File: src/rtl/mul_div_unit_if.sv
// mul_div_unit_if: operand/control bus between the register file side and the HI/LO multiply-divide unit
interface mul_div_unit_if;
  logic        start;
  logic [1:0]  op;
  logic [31:0] src_a;
  logic [31:0] src_b;
  logic        hi_we;
  logic        lo_we;
  logic [31:0] wdata;
  logic        busy;
  logic        done;
  logic [31:0] hi;
  logic [31:0] lo;
  modport master (output start, op, src_a, src_b, hi_we, lo_we, wdata, input busy, done, hi, lo);
  modport slave (input start, op, src_a, src_b, hi_we, lo_we, wdata, output busy, done, hi, lo);
endinterface

File: src/rtl/mul_div_unit.sv
// mul_div_unit: 32-cycle iterative MULT/MULTU/DIV/DIVU with sign fix-up into architectural HI/LO
module mul_div_unit (
  input logic           clk,
  input logic           reset,
  mul_div_unit_if.slave bus
);
  typedef enum logic [1:0] {IDLE, CALC, FIX} state_t;
  state_t      state_q, state_d;
  logic [4:0]  cnt_q, cnt_d;
  logic [63:0] p_q, p_d;
  logic [31:0] m_q, m_d, hi_q, hi_d, lo_q, lo_d;
  logic        is_div_q, is_div_d, neg_q, neg_d, rneg_q, rneg_d, bz_q, bz_d, done_q, done_d;
  logic        accept, sgn, ge;
  logic [31:0] mag_a, mag_b, quo, rem;
  logic [32:0] msum, tr, tsub;
  logic [63:0] prod;
  always_ff @(posedge clk)
    if (reset) state_q <= IDLE;
    else state_q <= state_d;
  always_comb
    state_d = state_q == IDLE ? (bus.start ? CALC : IDLE) :
              state_q == CALC ? (cnt_q == 5'd31 ? FIX : CALC) : IDLE;
  always_comb begin
    bus.busy = state_q != IDLE;
    bus.done = done_q;
    bus.hi   = hi_q;
    bus.lo   = lo_q;
  end
  always_comb begin
    accept   = state_q == IDLE && bus.start;
    sgn      = ~bus.op[0];
    mag_a    = sgn && bus.src_a[31] ? -bus.src_a : bus.src_a;
    mag_b    = sgn && bus.src_b[31] ? -bus.src_b : bus.src_b;
    msum     = {1'b0, p_q[63:32]} + (p_q[0] ? {1'b0, m_q} : 33'd0);
    tr       = p_q[63:31];
    tsub     = tr - {1'b0, m_q};
    ge       = ~tsub[32];
    prod     = neg_q ? -p_q : p_q;
    quo      = bz_q ? 32'hFFFF_FFFF : neg_q ? -p_q[31:0] : p_q[31:0];
    rem      = rneg_q ? -p_q[63:32] : p_q[63:32];
    cnt_d    = state_q == CALC ? cnt_q + 5'd1 : 5'd0;
    done_d   = state_q == FIX;
    is_div_d = accept ? bus.op[1] : is_div_q;
    neg_d    = accept ? sgn & (bus.src_a[31] ^ bus.src_b[31]) : neg_q;
    rneg_d   = accept ? sgn & bus.src_a[31] : rneg_q;
    bz_d     = accept ? bus.op[1] && bus.src_b == 32'd0 : bz_q;
    m_d      = accept ? (bus.op[1] ? mag_b : mag_a) : m_q;
    // divide keeps {remainder, dividend/quotient}; multiply keeps {partial sum, multiplier}
    p_d      = accept ? {32'd0, bus.op[1] ? mag_a : mag_b} :
               state_q != CALC ? p_q :
               is_div_q ? {ge ? tsub[31:0] : tr[31:0], p_q[30:0], ge} : {msum, p_q[31:1]};
    hi_d     = state_q == FIX ? (is_div_q ? rem : prod[63:32]) :
               state_q == IDLE && !bus.start && bus.hi_we ? bus.wdata : hi_q;
    lo_d     = state_q == FIX ? (is_div_q ? quo : prod[31:0]) :
               state_q == IDLE && !bus.start && bus.lo_we ? bus.wdata : lo_q;
  end
  always_ff @(posedge clk)
    if (reset) begin
      cnt_q    <= 5'd0;
      p_q      <= 64'd0;
      m_q      <= 32'd0;
      hi_q     <= 32'd0;
      lo_q     <= 32'd0;
      is_div_q <= 1'b0;
      neg_q    <= 1'b0;
      rneg_q   <= 1'b0;
      bz_q     <= 1'b0;
      done_q   <= 1'b0;
    end else begin
      cnt_q    <= cnt_d;
      p_q      <= p_d;
      m_q      <= m_d;
      hi_q     <= hi_d;
      lo_q     <= lo_d;
      is_div_q <= is_div_d;
      neg_q    <= neg_d;
      rneg_q   <= rneg_d;
      bz_q     <= bz_d;
      done_q   <= done_d;
    end
endmodule

File: src/flat_wrapper.sv
// flat-port wrapper written by rule: the top's interface ports become plain ports
module mul_div_unit_flat 
  (clk, reset, bus_start, bus_op, bus_src_a, bus_src_b, bus_hi_we, bus_lo_we, bus_wdata, bus_busy, bus_done, bus_hi, bus_lo);
  mul_div_unit_if bus_i ();
  input logic clk;
  input logic reset;
  input wire logic [$bits(bus_i.start)-1:0] bus_start;
  input wire logic [$bits(bus_i.op)-1:0] bus_op;
  input wire logic [$bits(bus_i.src_a)-1:0] bus_src_a;
  input wire logic [$bits(bus_i.src_b)-1:0] bus_src_b;
  input wire logic [$bits(bus_i.hi_we)-1:0] bus_hi_we;
  input wire logic [$bits(bus_i.lo_we)-1:0] bus_lo_we;
  input wire logic [$bits(bus_i.wdata)-1:0] bus_wdata;
  output wire logic [$bits(bus_i.busy)-1:0] bus_busy;
  output wire logic [$bits(bus_i.done)-1:0] bus_done;
  output wire logic [$bits(bus_i.hi)-1:0] bus_hi;
  output wire logic [$bits(bus_i.lo)-1:0] bus_lo;
  assign bus_i.start = bus_start;
  assign bus_i.op = bus_op;
  assign bus_i.src_a = bus_src_a;
  assign bus_i.src_b = bus_src_b;
  assign bus_i.hi_we = bus_hi_we;
  assign bus_i.lo_we = bus_lo_we;
  assign bus_i.wdata = bus_wdata;
  assign bus_busy = bus_i.busy;
  assign bus_done = bus_i.done;
  assign bus_hi = bus_i.hi;
  assign bus_lo = bus_i.lo;
  mul_div_unit u_core (.clk(clk), .reset(reset), .bus(bus_i));
endmodule
File: config.mk
export PLATFORM = sky130hd
export DESIGN_NAME = mul_div_unit_flat
export DESIGN_NICKNAME = d
export VERILOG_FILES = /design/src/rtl/mul_div_unit_if.sv /design/src/rtl/mul_div_unit.sv /design/src/flat_wrapper.sv
export SDC_FILE = /design/constraint.sdc
export NUM_CORES = 1
export LEC_CHECK = 0
export CORE_ASPECT_RATIO = 0.9
export CORE_MARGIN = 4
export CORE_UTILIZATION = 59
export CTS_CLUSTER_DIAMETER = 120
export DETAILED_ROUTE_END_ITERATION = 12
export PLACE_DENSITY = 0.88
export SLEW_MARGIN = 20
export SYNTH_ARGS = -nofsm -noshare
export SYNTH_HDL_FRONTEND = slang
export SYNTH_SLANG_ARGS = --single-unit
File: constraint.sdc
create_clock -name clk -period 5.1 [get_ports clk]
set_clock_uncertainty 0.1 [all_clocks]
set_input_delay 1.02 -clock clk [delete_from_list [all_inputs] [get_ports clk]]
set_output_delay 1.02 -clock clk [all_outputs]
set_load 0.01 [all_outputs]
==> results.tsv, run 1 <==
metric	value	unit
status	finished clean	
Placer Congestion	1.03	
type of element capturing the critical path	flop	
Slew headroom	34.7	%
Chip Width	174	µm
total track usage	35.7	%
GRT met3 Usage	6.22	%
EDFF count, synth	0	
Ys Warns	0	
cts hold-fix bufs	0	
Resize count post-CTS	0	
origin of the critical flop-to-flop path	u_core.p_q[31]	
Synth Net Count	2118	
final-report hold violation count	0	
first-pass GRT wire length	78500	µm
Worst Setup Path Type	reg2reg	
Synth Register Bits	172	
setup violators final	0	
Slew @ Worst Pin	0.979	ns
nets	2193	
setup bufs post-CTS	0	
post-route insts no fill	2340	
setup tns final	0	ns
gr busiest metal	met2	
vias per cell	6.65	
worst reg2reg endpoint	u_core.p_q[40]	
maximum number of pins on one net before global-route repair	66	
total CTS buffers	17	
PwrDens	265	nW/µm²
via count	15600	
Pleak	0.00668	µW
Worst Reg-to-Reg Cells	14	
Max Slew Vio Count	0	
Area Overhead vs Synth	16.4	%
FILL cells	1992	
I/O pin count	169	
dpl cells	2307	
crit path launch type	flop	
max-cap violations	0	
clk slew on worst S/H paths	0.09	ns
area share of the largest cell type after synthesis	23.5	%
number of port buffers	168	
DRC Markers	0	
layout cells sized above 1	6.55	%
GR met1 Demand/Resource	48.4	%
worst skew pair latency	0.46	ns
H-tree depth	4	
die height	158	µm
Die ar.	27400	µm²
Final ANT Viol Nets	0	
min-delay src	u_core.bus.lo[23]	
Core Rows	54	
WHS Endpoint	u_core.bus.lo[23]	
clk root buf	clkbuf_16	
first-pass iteration count of the detailed router	6	
antenna violations before repair	1	
WHS Path Cells	2	
top cells by area, synth	dfxtp_1 (23%), a21oi_1 (7.7%), xnor2_1 (6.8%), ha_1 (6.0%), mux2i_1 (5.5%)	
Final Critical Period	4.04	ns
CP arrival	4.25	ns
synthesized instance count	1943	
clk sinks	172	
initial core utilization	60.3	%
mean post-synth cell area	7.55	µm²
M2 GR Usage	56.4	%
global route overflow	0	
CP max FO	24	
clk buf depth	2	
Worst R2R Setup Slack	1.06	ns
Worst IR Drop VDD	0.194	mV
Starting DRT DRC Count	1953	
WP data required	5.31	ns
Cell variety after synth	99	
RSZ-0062 raised after global routing	false	
sequential share of the synthesized area	23.5	%
vias in the first global route	14300	
fmax	247	MHz
mapped cell area	14700	µm²
post-DP HPWL	38700	µm
Core Region	24300	µm²
Async S/R FF share, synth	0	%
WL per Instance	21.8	µm
top_reg_cell synth	dfxtp_1	
hold crit path type	reg2reg	
Tcrit/Tclk final	79.3	%
cell taking the most area after synthesis	dfxtp_1	
clock tree from TritonCTS	built	
Detailed Route WL	51100	µm
[Yosys cell counts (4+ instances only)]
master / number
nand3_1: 19
a211oi_1: 35
buf_1: 13
or4_4: 5
inv_1: 65
o211ai_1: 63
mux2i_1: 81
nor2_1: 186
or4_1: 11
nor4_1: 17
o22ai_1: 11
nor3_1: 35
xnor2_1: 114
o41ai_2: 5
mux2_2: 14
a31oi_1: 19
nand2b_1: 19
o31ai_1: 17
o21a_1: 7
a221oi_1: 4
a221o_1: 4
a31o_2: 5
a211o_1: 4
nand4_1: 10
nand2_1: 192
o21ai_0: 110
or3_1: 12
or2_2: 4
a21o_1: 41
a2111oi_0: 4
and3_1: 21
o21ai_1: 8
nor2b_1: 14
a21oi_1: 225
o41ai_1: 6
ha_1: 70
xor2_1: 60
and2_1: 5
buf_2: 11
dfxtp_1: 172
o221ai_1: 26
o21bai_1: 8
clkbuf_1: 108
[kinds of logic (layout without fill, tap and decap cells)]
logic type,after synthesis,count (layout),share of synthesized area (%)
fa+ha+maj,72,72,6.25
other cells,0,1,0
buf+inv,203,291,5.43
compound gates,647,647,28.9
mux,96,96,6.68
flops,172,172,23.5
xor+xnor,174,174,10.4
simple gates,579,579,18.9
[final cells by class]
class	instances	area [µm²]	area share [%]
timing repair buffer	192	1850	10.9
clock buffer	17	425	2.49
tap	308	385	2.26
multi-input combinational	1568	10500	61.3
inverter	67	251	1.47
clock inverter	15	231	1.36
antenna	1	2.50	0.0147
sequential	172	3450	20.2
[worst max-delay path by stage]
stage | start | depth (start not counted) | endpoint
floorplan | bus_src_b[1] | 12 | u_core.p_q[28]
global placement | bus_src_b[0] | 13 | u_core.p_q[28]
detailed placement | bus_src_b[0] | 13 | u_core.p_q[28]
CTS | u_core.p_q[0] | 14 | u_core.p_q[61]
global route | u_core.p_q[0] | 13 | u_core.p_q[63]
finish | u_core.p_q[31] | 14 | u_core.p_q[40]
[cell usage in the layout (no fill, tap or decap), drive strengths merged, types with 16 or more instances in the layout]
cell type and count:
o211ai 63, nand3 20, clkbuf 17, buf 26, ha 70, nor3 36
and3 22, xor2 60, nor4 22, nor2 187, xnor2 114, a21o 41
a211oi 36, a31oi 20, o21ai 119, nand2b 20, nand2 194, clkdlybuf4s50 166
or4 16, a21oi 226, inv 77, o31ai 20, dfxtp 172, o221ai 28
mux2i 81
[per-layer routing]
metal	vias to the layer above	part of all wire, %
li1	7226	-
met1	7321	43
met2	886	43
met3	138	9.5
met4	0	4.8
met5	-	0
[worst max-delay path, cell delays in order (launching register included)]
cell      delay [ns]
dfxtp_1         0.46
inv_1           0.09
ha_1            0.22
fa_1            0.40
nand2b_1        0.19
a21o_1          0.22
nand2_1         0.17
a21oi_1         0.13
o21ai_1         0.45
a21boi_1        0.19
xnor2_2         0.18
buf_4           0.37
mux2_1          0.37
a211oi_1        0.25
nor3_1          0.07
[per-stage QoR]
stage,worst slack (ns),hold slack [ns],power (µW),cell area (µm²),utilization (%)
6_report,1.06,0.356,4530,17100,70.1
5_1_grt,0.704,0.376,4720,17100,70.1
3_5_place_dp,0.851,0.343,3060,16400,67.4
4_1_cts,1.15,0.355,4490,17100,70.1
2_1_floorplan,1.69,0.318,2570,14700,-
3_3_place_gp,0.954,0.328,3030,16400,67.4
[registers in the layout, indices dropped and copies added (netlist names), 2 cells and up]
register        count
u_core.m_q         32
u_core.p_q         64
u_core.cnt_q        5
u_core.bus.hi      32
u_core.bus.lo      32
u_core.state_q      2
[power by group]
| part | internal (µW) | total [µW] | switching [µW] |
|---|---|---|---|
| sequential | 1420 | 1550 | 124 |
| clock | 704 | 1450 | 743 |
| combinational | 632 | 1540 | 904 |
Note: power is estimated with default switching activity, not from simulation.
==> run 2, diff against run 1 <==
Settings changed: CORE_UTILIZATION 59 to 52, PLACE_DENSITY 0.88 to 0.83.
Clock period 5.1 ns to 3.35 ns, I/O delays scaled along.
==> run 2 against run 1 <==
  * Largest power group is now combinational logic
  * Final cell count grew 8.5%
  * First-iteration DRC count is 3.5% lower
  * Global-route usage is 2.7 points lower
  * Combinational power is 75% higher
  * Die area rose by 13%
  * Fmax increased by 21%
==> results.tsv, run 2 (same netlist as run 1, synthesis figures left out) <==
metric	value	unit	change
most used cell, CP	a21oi_1		
type of element capturing the critical path	flop		unchanged
clk slew on worst S/H paths	0.08	ns	was 0.09 ns
fin worst setup slack	0.00495	ns	was 1.06 ns
Top Metal Used	met4		unchanged
Comb pwr share	37.6	%	was 33.9%
FF+latch area	3450	µm²	about the same
status	finished clean		unchanged
fmax	299	MHz	was 247 MHz
Placer Congestion	0.999		was 1.03
WL met2	24000	µm	was 22100 µm
Tcrit/Tclk final	99.9	%	was 79.3%
WP data required	3.59	ns	was 5.31 ns
number of flip-flops in the largest register	64		unchanged
Slew @ Worst Pin	1.07	ns	was 0.979 ns
Worst IR Drop VDD	0.340	mV	was 0.194 mV
Final Critical Period	3.35	ns	was 4.04 ns
Switching Share	38.7	%	was 39.1%
CP arrival	3.59	ns	was 4.25 ns
Int Power	4390	µW	was 2760 µW
clk root buf	clkbuf_16		unchanged
clock tree from TritonCTS	built		unchanged
Worst Reg-to-Reg Cells	15		was 14
clk buf depth	2		unchanged
Final ANT Viol Nets	0		unchanged
maximum number of pins on one net before global-route repair	85		was 66
Critical-path top delay cell	dfxtp_1		unchanged
clk sinks	172		unchanged
Largest Register	u_core.p_q		unchanged
Detailed Route WL	54300	µm	was 51100 µm
via count	16200		was 15600
antenna violations before repair	0		was 1
WHS Path Cells	2		unchanged
sequential cell fraction of total power	32.4	%	was 34.2%
Max Slew Vio Count	0		unchanged
DRC Markers	0		unchanged
pre-CTS setup slack	-0.180	ns	was 0.851 ns
Pleak	0.00750	µW	was 0.00668 µW
FILL cells	2303		was 1992
Chip Width	185	µm	was 174 µm
vias in the first global route	15100		was 14300
WL met1	22200	µm	was 21700 µm
CP cell instances	ha_1, a21o_1, a21oi_1, o21ai_0, a21oi_1, o21ai_1, buf_4, a21boi_4, xnor2_2, buf_12, buf_12, buf_4, mux2i_1, a21oi_1, and3_1		was inv_1, ha_1, fa_1, nand2b_1, a21o_1, nand2_1, a21oi_1, o21ai_1, a21boi_1, xnor2_2, buf_4, mux2_1, a211oi_1, nor3_1
die height	167	µm	was 158 µm
Core Rows	58		was 54
Worst Setup Path Type	reg2reg		unchanged
first-pass GRT wire length	82100	µm	was 78500 µm
PwrDens	386	nW/µm²	was 265 nW/µm²
P_sw	2770	µW	was 1770 µW
max-cap violations	0		unchanged
nets	2340		was 2193
vias per cell	6.37		was 6.65
Clock power frac	30.0	%	was 31.9%
Starting DRT DRC Count	1885		was 1953
commonest non-fill, non-tap cell in the layout	a21oi_1		unchanged
Finished Core Util	66.6	%	was 70.1%
global route overflow	0		unchanged
layout cells sized above 1	14.5	%	was 6.55%
Core Region	27900	µm²	was 24300 µm²
cts hold-fix bufs	0		unchanged
Slew headroom	29.0	%	was 34.7%
area occupied by multi-input gates	10700	µm²	was 10500 µm²
CP max FO	13		was 24
crit path launch type	flop		unchanged
Die ar.	31000	µm²	was 27400 µm²
initial core utilization	52.6	%	was 60.3%
hold crit path type	reg2reg		unchanged
post-DP HPWL	41400	µm	was 38700 µm
final-report hold violation count	0		unchanged
WL per Instance	21.4	µm	was 21.8 µm
first-pass iteration count of the detailed router	6		unchanged
total CTS buffers	17		unchanged
H-tree depth	4		unchanged
I/O pin count	169		unchanged
# diodes	0		was 1
CP max stage delay	0.49	ns	was 0.46 ns
Min Hold Slack	0.357	ns	was 0.356 ns
Area Overhead vs Synth	26.5	%	was 16.4%
number of port buffers	168		unchanged
setup violators final	0		unchanged
commonest non-fill, non-tap cells in the layout	a21oi_1 (222), nand2_1 (192), nor2_1 (180)		was a21oi_1 (225), nand2_1 (192), nor2_1 (184)
worst skew pair latency	0.47	ns	was 0.46 ns
met3 WL post-DR	5500	µm	was 4870 µm
total track usage	33.0	%	was 35.7%
RSZ-0062 raised after global routing	true		was false
-- run 2: repair_timing --
item                                   CTS  global route
setup buffers                            0             7
gates cloned                             0             1
endpoints found under the hold margin    0             0
setup endpoints to repair                7            30
resized for setup                        9            44
pin swaps                                1            22
-- run 2: metrics by stage --
step / power (µW) / area, µm² / setup TNS (ns) / cells
2_1_floorplan: 3910 / 14700 / 0 / 1943
3_3_place_gp: 4840 / 17600 / -0.416 / 2498
3_5_place_dp: 4880 / 17600 / -1.82 / 2498
4_1_cts: 7020 / 18300 / 0 / 2530
5_1_grt: 7450 / 18500 / -2.38 / 2538
6_report: 7160 / 18500 / 0 / 2538
-- run 2: final cells by class --
| cell class | instances | share of cell area (%) |
|---|---|---|
| multi-input cells | 1568 | 57.6 |
| flip-flops and latches | 172 | 18.6 |
| repair buffers | 339 | 16.5 |
| well taps | 360 | 2.43 |
| clock buffers | 17 | 2.29 |
| inverters | 67 | 1.40 |
| clock inverters | 15 | 1.14 |
-- run 2: routing by layer --
metal	up-vias	GRT usage, %
li1	7510	-
met2	932	51.3
met5	-	0
met3	165	6.21
met4	0	14.3
met1	7551	44.7
-- run 2: worst max-delay path: cells and delay by family, from the launching register on --
family | cells | cell delay (ns)
compound gates | 7 | 1.13
buf+inv | 4 | 0.64
flops | 1 | 0.49
fa+ha+maj | 1 | 0.32
mux | 1 | 0.19
simple gates | 1 | 0.18
xor+xnor | 1 | 0.17
-- run 2: worst paths after layout --
kind	slack [ns]	to	from
max	0.005	u_core.p_q[54]	u_core.p_q[40]
min	0.36	u_core.m_q[11]	u_core.m_q[11]
max reg2reg	0.005	u_core.p_q[54]	u_core.p_q[40]
min reg2reg	0.36	u_core.m_q[11]	u_core.m_q[11]
-- run 2: power by group through the flow --
| stage | Sequential (µW) | Clock, µW | Combinational, µW |
|---|---|---|---|
| floorplan | 2320 | 0 | 1600 |
| global placement | 2340 | 0 | 2490 |
| detailed placement | 2350 | 0 | 2530 |
| CTS | 2310 | 2150 | 2560 |
| global route | 2330 | 2240 | 2890 |
| finish | 2320 | 2150 | 2690 |
